$ cat config.mk
export PLATFORM = sky130hd
export DESIGN_NAME = adc_lane_tx
export DESIGN_NICKNAME = d
export VERILOG_FILES = /design/src/rtl/adc_lane_tx.sv
export SDC_FILE = /design/constraint.sdc
export NUM_CORES = 1
export LEC_CHECK = 0
export CAP_MARGIN = 20
export CORE_UTILIZATION = 50
export DETAILED_ROUTE_END_ITERATION = 8
export PLACE_DENSITY = 0.82
export SLEW_MARGIN = 20
export SYNTH_ARGS = -nofsm -noshare
export SYNTH_HDL_FRONTEND = slang
export SYNTH_SLANG_ARGS = --single-unit
$ cat constraint.sdc
create_clock -name CLKDIV -period 2.1 [get_ports CLKDIV]
set_input_delay 0.42 -clock CLKDIV [delete_from_list [all_inputs] [get_ports CLKDIV]]
set_output_delay 0.42 -clock CLKDIV [all_outputs]
set_load 0.05 [all_outputs]
$ cat src/rtl/adc_lane_tx.sv
// rtl/adc_lane_tx.sv - LVDS ADC link transmit emulator: frame-clock and data lane words with programmable bit rotation
module adc_lane_tx #(
    parameter logic [7:0] FCO_PATTERN = 8'hF0,
    parameter logic [7:0] TRAIN_WORD  = 8'hA5,
    parameter logic [7:0] IDLE_WORD   = 8'h00,
    parameter int         TRAIN_LEN   = 16,
    parameter int         FIFO_DEPTH  = 4
) (
    input  logic       CLKDIV,
    input  logic       rst,
    input  logic       start,
    input  logic       stop,
    input  logic [2:0] slip_offset,
    input  logic       ramp_en,
    input  logic [7:0] sample_data,
    input  logic       sample_valid,
    output logic       sample_ready,
    output logic [7:0] OSERDES_FCO,
    output logic [7:0] OSERDES_D,
    output logic       training,
    output logic       busy,
    output logic [7:0] underflow_cnt
);

    localparam int AW = $clog2(FIFO_DEPTH);
    localparam int CW = AW + 1;

    typedef enum logic [1:0] {IDLE, TRAIN, STREAM} state_t;

    state_t         state;
    state_t         state_nxt;
    logic [2:0]     k;
    logic [7:0]     train_cnt;
    logic [7:0]     ramp;
    logic [7:0]     d_word;
    logic [7:0]     mem [FIFO_DEPTH];
    logic [AW-1:0]  wr_ptr;
    logic [AW-1:0]  rd_ptr;
    logic [CW-1:0]  count;
    logic [CW-1:0]  count_nxt;
    logic           push;
    logic           pop;
    logic           flush;

    function automatic logic [7:0] rot(input logic [7:0] w, input logic [2:0] n);
        logic [15:0] dbl;
        dbl = {w, w} << n;
        return dbl[15:8];
    endfunction

    always_comb begin
        flush     = stop && (state != IDLE);
        push      = sample_valid && sample_ready;
        pop       = (state == STREAM) && !stop && !ramp_en && (count != '0);
        state_nxt = state;
        case (state)
            IDLE:    if (start) state_nxt = TRAIN;
            TRAIN: begin
                if (stop)
                    state_nxt = IDLE;
                else if (train_cnt == 8'(TRAIN_LEN - 1))
                    state_nxt = STREAM;
            end
            STREAM:  if (stop) state_nxt = IDLE;
            default: state_nxt = IDLE;
        endcase
        count_nxt = count;
        if (flush)
            count_nxt = '0;
        else if (push && !pop)
            count_nxt = count + CW'(1);
        else if (pop && !push)
            count_nxt = count - CW'(1);
    end

    // Sample storage has no reset; occupancy and pointers define validity.
    always_ff @(posedge CLKDIV) begin
        if (push && !flush)
            mem[wr_ptr] <= sample_data;
    end

    always_ff @(posedge CLKDIV) begin
        if (rst) begin
            state         <= IDLE;
            k             <= '0;
            train_cnt     <= '0;
            ramp          <= '0;
            d_word        <= '0;
            wr_ptr        <= '0;
            rd_ptr        <= '0;
            count         <= '0;
            underflow_cnt <= '0;
            OSERDES_FCO   <= '0;
            OSERDES_D     <= '0;
            sample_ready  <= 1'b0;
            training      <= 1'b0;
            busy          <= 1'b0;
        end else begin
            state        <= state_nxt;
            training     <= (state_nxt == TRAIN);
            busy         <= (state_nxt != IDLE);
            sample_ready <= (state_nxt != IDLE) && (count_nxt != CW'(FIFO_DEPTH));
            count        <= count_nxt;
            OSERDES_FCO  <= rot(FCO_PATTERN, k);
            // Data word is chosen one edge before it is rotated onto the lane.
            OSERDES_D    <= rot(d_word, k);
            if (flush) begin
                wr_ptr <= '0;
                rd_ptr <= '0;
            end else begin
                if (push) wr_ptr <= wr_ptr + AW'(1);
                if (pop)  rd_ptr <= rd_ptr + AW'(1);
            end
            d_word <= IDLE_WORD;
            case (state)
                IDLE: begin
                    if (start) begin
                        k         <= slip_offset;
                        train_cnt <= '0;
                    end
                end
                TRAIN: begin
                    if (!stop) begin
                        d_word    <= TRAIN_WORD;
                        train_cnt <= train_cnt + 8'd1;
                        if (state_nxt == STREAM) ramp <= '0;
                    end
                end
                STREAM: begin
                    if (!stop) begin
                        if (ramp_en) begin
                            d_word <= ramp;
                            ramp   <= ramp + 8'd1;
                        end else if (pop) begin
                            d_word <= mem[rd_ptr];
                        end else if (underflow_cnt != 8'hFF) begin
                            underflow_cnt <= underflow_cnt + 8'd1;
                        end
                    end
                end
                default: ;
            endcase
        end
    end

endmodule

Yosys cells after proc, flatten, opt, wreduce, memory -nomap -nowiden

Memory sizes are Yosys's and may differ from the RTL's. A register that Yosys moved wholly into a read port is not among the register bits.
Index checks and enable logic that the tools add are counted.

Memories kept: 1
Register bits after elaboration: 63
Bits of input ports: 17
Output and inout port bits: 27
RAM bits: 32

Memory list:

| memory | words | bits a word | rd ports | clocked after Yosys merged registers in | write ports | RTL line | source |
|---|---|---|---|---|---|---|---|
| mem    | 4     | 8           | 1        | 1                                       | 1           | 36       | `logic [7:0] mem [FIFO_DEPTH];` |

Shift operators: 2
Bitwise operators: 3
Equality and inequality tests: 12
$add $sub $neg: 7
Reductions and logical operators: 25
Multiplexer cells: 25

Operators by type and width:

| operator                                           | number |
|---|---|
| 2-to-1 mux 8 bit                                   | 10 |
| one-hot mux 8 bit (2 select lines)                 | 3 |
| adder 8 x 1 -> 8 bit (second input constant)       | 3 |
| left shift 16 x 3 -> 16 bit                        | 1 |
| left shift 16 x 3 -> 16 bit (first input constant) | 1 |
| 2-to-1 mux 2 bit                                   | 6 |
| inequality test 2 bit (second input constant)      | 5 |
| AND reduction 5 bit                                | 2 |
| logical AND 1 bit                                  | 9 |
| 2-to-1 mux 3 bit                                   | 3 |
| == test 8 x 4 -> 1 bit (second input constant)     | 1 |
| inequality test 8 bit (second input constant)      | 1 |
| nonzero test 2 bit                                 | 4 |
| one-hot mux 2 bit (3 select lines)                 | 1 |
| logical NOT 1 bit                                  | 5 |
| adder 2 x 1 -> 2 bit (second input constant)       | 2 |
| == test 2 x 1 -> 1 bit (second input constant)     | 2 |
| == test 2 bit (second input constant)              | 2 |
| adder 3 x 1 -> 3 bit (second input constant)       | 1 |
| inequality test 3 bit (second input constant)      | 1 |
| inverter 1 bit                                     | 3 |
| AND reduction 3 bit                                | 1 |
| nonzero test 3 bit                                 | 1 |
| subtractor 3 x 1 -> 3 bit (second input constant)  | 1 |
| 4 further kinds                                    | 5 |

Depth between registers and ports, before layout

Depth in word-level cells: 10
Gate-level depth with buffers: 9
Depth with buffers taken out: 7

Worst setup path after synthesis

No wires, ideal clock.

Kind: register -> register
Start point: reg state[0]
End point: reg underflow_cnt[7]
Cell stages (with the launch flop): 9
Arrival: 2,044 ps
Clock period less this slack: 2,115 ps
Path slack: -15 ps
Cells stage by stage: dfxtp_1 inv_1 ha_1 buf_6 or3b_4 a311oi_4 nand3_2 or3_1 a21oi_1

Cells in the longest elaborated chain, start to end: 6

Ends and longest elaborated chain:

| item                                     | RTL line | source |
|---|---|---|
| from (decl)                              | 30       | `state_t state;` |
| from (signal assigned)                   | 99       | `state <= state_nxt;` |
| == test 2 bit (*)                        | 54, 115  |  |
| logical AND 1 bit (3 in a row)           | 54       | `pop = (state == STREAM) && !stop && !ramp_en && (count != '0);` |
| inverter 1 bit (no source line)          | --       |  |
| AND reduction 5 bit (no source line) (*) | --       |  |
| to (signal assigned)                     | 137      | `underflow_cnt <= underflow_cnt + 8'd1;` |
| to (decl)                                | 22       | `output logic [7:0] underflow_cnt` |

Mark *: on every way between the ends. The rest lies on a longest branch, timed or not.
A chain may end at the register's enable or synchronous reset.

Worst setup path in the final report

Start point: reg underflow_cnt[4]
End point: out underflow_cnt[4]

No word-level cell between the ends.

==> flow_metrics.py <==
metrics = {
    "floorplanning": {
        "core_area_mm2": 0.00826,
        "die_h_um": 94.8,
        "ios": 44,
        "die_area_mm2": 0.00899,
        "rows": 33,
        "initial_core_util": 0.522,
        "die_w_um": 94.8,
    },
    "critical_path": {
        "path_cells": "clkdlybuf4s50_1",
        "r2r-start": "state[0]",
        "cp_num_buf_inv": 1,
        "path_class": "register to primary output",
        "r2r_slack_ns": 0.11,
        "critPathRequiredTime_ns": 1.68,
        "crit_slowest_cell": "clkdlybuf4s50_1",
        "regToRegEndpoint": "sample_ready",
        "critPathCaptureType": "primary output",
        "critical_path_depth": 1,
        "worstSetupStartpointType": "register",
        "cp_max_fo": 4,
        "arrival_ns": 1.59,
        "reg2reg_depth": 7,
        "critical-path-top-delay-family": "buffers and inverters",
        "cp_slowest_stage_delay_ns": 0.82,
    },
    "placed_design": {
        "dp_slack_ns": -0.360,
        "place_inst": 549,
        "hpwl_um": 6180,
        "place_congestion": 0.881,
        "port_buffers": 43,
    },
    "power_and_ir_drop": {
        "total_power_w": 0.00354,
        "peakVddDrop_uv": 525,
        "leakagePower_nw": 1.98,
        "power_density_mw_per_mm2": 659,
    },
    "synthesis": {
        "seq_area_frac_synth": 0.525,
        "synth_nets": 413,
        "ys_dominant_reg_cell": "dfxtp_1",
        "synth-seq-cells": 97,
        "synth-edff-count": 32,
        "ys_types": 53,
        "synth_area_per_cell_um2": 11.3,
        "synth_cells": 382,
        "synthArstFlopShare": 0,
        "synth_area_mm2": 0.00431,
        "synth_warnings": 0,
    },
    "worst_hold_path": {
        "whs_endpoint": "train_cnt[1]",
        "min_path_type": "register to register",
        "min_path_cells": 2,
        "hold_start": "train_cnt[1]",
    },
    "global_routing": {
        "grt_start_max_net_pins": 37,
        "met3_usage": 0.0370,
        "met2_usage": 0.356,
        "antenna_found_initial": 0,
        "overflow": 0,
        "grt_pass1_vias": 2989,
        "use_met1": 0.252,
        "grt_usage": 0.208,
        "grt_pass1_wl_um": 14000,
        "busiest_layer": "met2",
    },
    "finish": {
        "synthToLayoutAreaGrowth_pct": 24.6,
        "n_antenna_cell": 0,
        "stdcell_count": 565,
        "final_cell_mix": "dfxtp_1 (62), nor2_1 (45), nand2_1 (37), clkdlybuf4s50_1 (37), buf_4 (33)",
        "regArea_mm2": 0.00227,
        "fin_nets": 486,
        "final_util": 0.650,
        "final_common_cell": "dfxtp_1",
        "layout-drive-gt1-share": 0.193,
        "fillers": 618,
        "multi_input_area_mm2": 0.00196,
    },
    "flow_run": {
        "maxCapViolCount": 0,
    },
    "detailed_routing": {
        "ant_nets": 0,
        "num_vias": 3099,
        "vias_per_cell": 5.48,
        "firstDrtPassIters": 4,
        "wl_per_cell_um": 15.1,
        "drt_iter0_drc": 141,
        "post-route-drc-count": 0,
        "drt-total-wl_um": 8550,
    },
    "sta": {
        "max_slew_margin": 0.571,
        "hold_violations": 0,
        "worst-slew-pin-transition_ns": 0.643,
        "worst_slack_ns": 0.0894,
        "fmax_mhz": 497,
        "maxSlewViolCount": 0,
        "timing.final.crit_period_ns": 2.01,
        "fin_crit_sh": 0.957,
        "setup_violations": 0,
        "clock_skew_ns": 0.00962,
        "holdWs_ns": 0.508,
    },
    "cts": {
        "cts_num_sinks": 97,
        "clkSlewWorstSetupHoldPaths_ns": 0.10,
        "cts_root_buffer": "clkbuf_8",
        "clk_latency_ns": 0.36,
        "cts_max_path_buffers": 2,
        "cts_tree": "built",
        "cts_htree_levels": 3,
        "hold_buffers": 0,
        "numCtsBuffers": 9,
    },
    "outcome": {
        "status": "finished, final reports clean",
    },
}
==> how the worst max path moves through the flow <==
stage,slack [ns],start,to
2_1_floorplan,0.01,underflow_cnt[0],underflow_cnt[7]
3_3_place_gp,-0.30,stop,sample_ready
3_5_place_dp,-0.36,stop,sample_ready
4_1_cts,-0.0009,state[1],ramp[6]
5_1_grt,-0.01,state[0],sample_ready
6_report,0.09,underflow_cnt[4],underflow_cnt[4]
==> registers in the layout (all words and copies together) (netlist names), 2 cells and up, named ones only <==
name           count
underflow_cnt      8
mem               32
k                  3
count              3
train_cnt          8
d_word             8
wr_ptr             2
OSERDES_D          8
OSERDES_FCO        8
state              2
ramp               8
rd_ptr             2
==> metrics by stage <==
| step | TNS [ns] | cell area (µm²) |
|---|---|---|
| floorplan | 0 | 4310 |
| global placement | -5.21 | 5140 |
| detailed placement | -6.21 | 5140 |
| CTS | -0.000939 | 5340 |
| global route | -0.0144 | 5370 |
| finish | 0 | 5370 |
==> where the power goes <==
group          internal [W]  switching [W]  total (W)
registers           0.00197      0.0000290    0.00200
logic              0.000166       0.000215   0.000381
clock network      0.000508       0.000645    0.00115
==> layout make-up <==
type | instances | share of cell area
sequential | 97 | 0.422
timing repair buffer | 81 | 0.146
multi-input combinational | 257 | 0.366
inverter | 9 | 0.00629
tap | 105 | 0.0245
clock buffer | 11 | 0.0284
clock inverter | 5 | 0.00676
==> synth_stat cells, types with 6 or more instances <==
library cell	count	area, µm²
dfxtp_1	65	1300
nor2_1	45	169
nand2_1	37	139
edfxtp_1	32	961
mux4_2	16	360
a21oi_1	14	70.1
ha_1	14	175
xor2_1	13	114
mux2i_1	11	110
clkbuf_1	9	33.8
inv_1	9	33.8
nand4_1	8	50.1
xnor2_1	8	70.1
and2_1	7	43.8
and3_1	7	43.8
nand3_1	7	35.0
o21ai_0	7	35.0
buf_1	6	22.5
nand2b_1	6	37.5
nor2b_1	6	37.5
==> metal layers <==
layer	up-vias	share of wire
li1	1522	-
met1	1475	0.43
met2	87	0.50
met3	15	0.049
met4	0	0.018
met5	-	0
==> logic make-up after synthesis <==
logic type,Yosys count,synth area share
AO/OA/AOI/OAI,52,0.0891
XOR/XNOR,21,0.0427
flip-flops,97,0.525
multiplexers,28,0.112
buffers and inverters,28,0.0270
adder cells (fa/ha/maj),16,0.0453
AND/OR/NAND/NOR,140,0.159
==> repair_timing <==
action,4_1_cts,5_1_grt
pin swaps,0,1
cloned,0,0
endpoints found under the setup margin,4,12
resized for setup,4,13
buffers inserted,0,0
(Power assumes the default switching activity.)
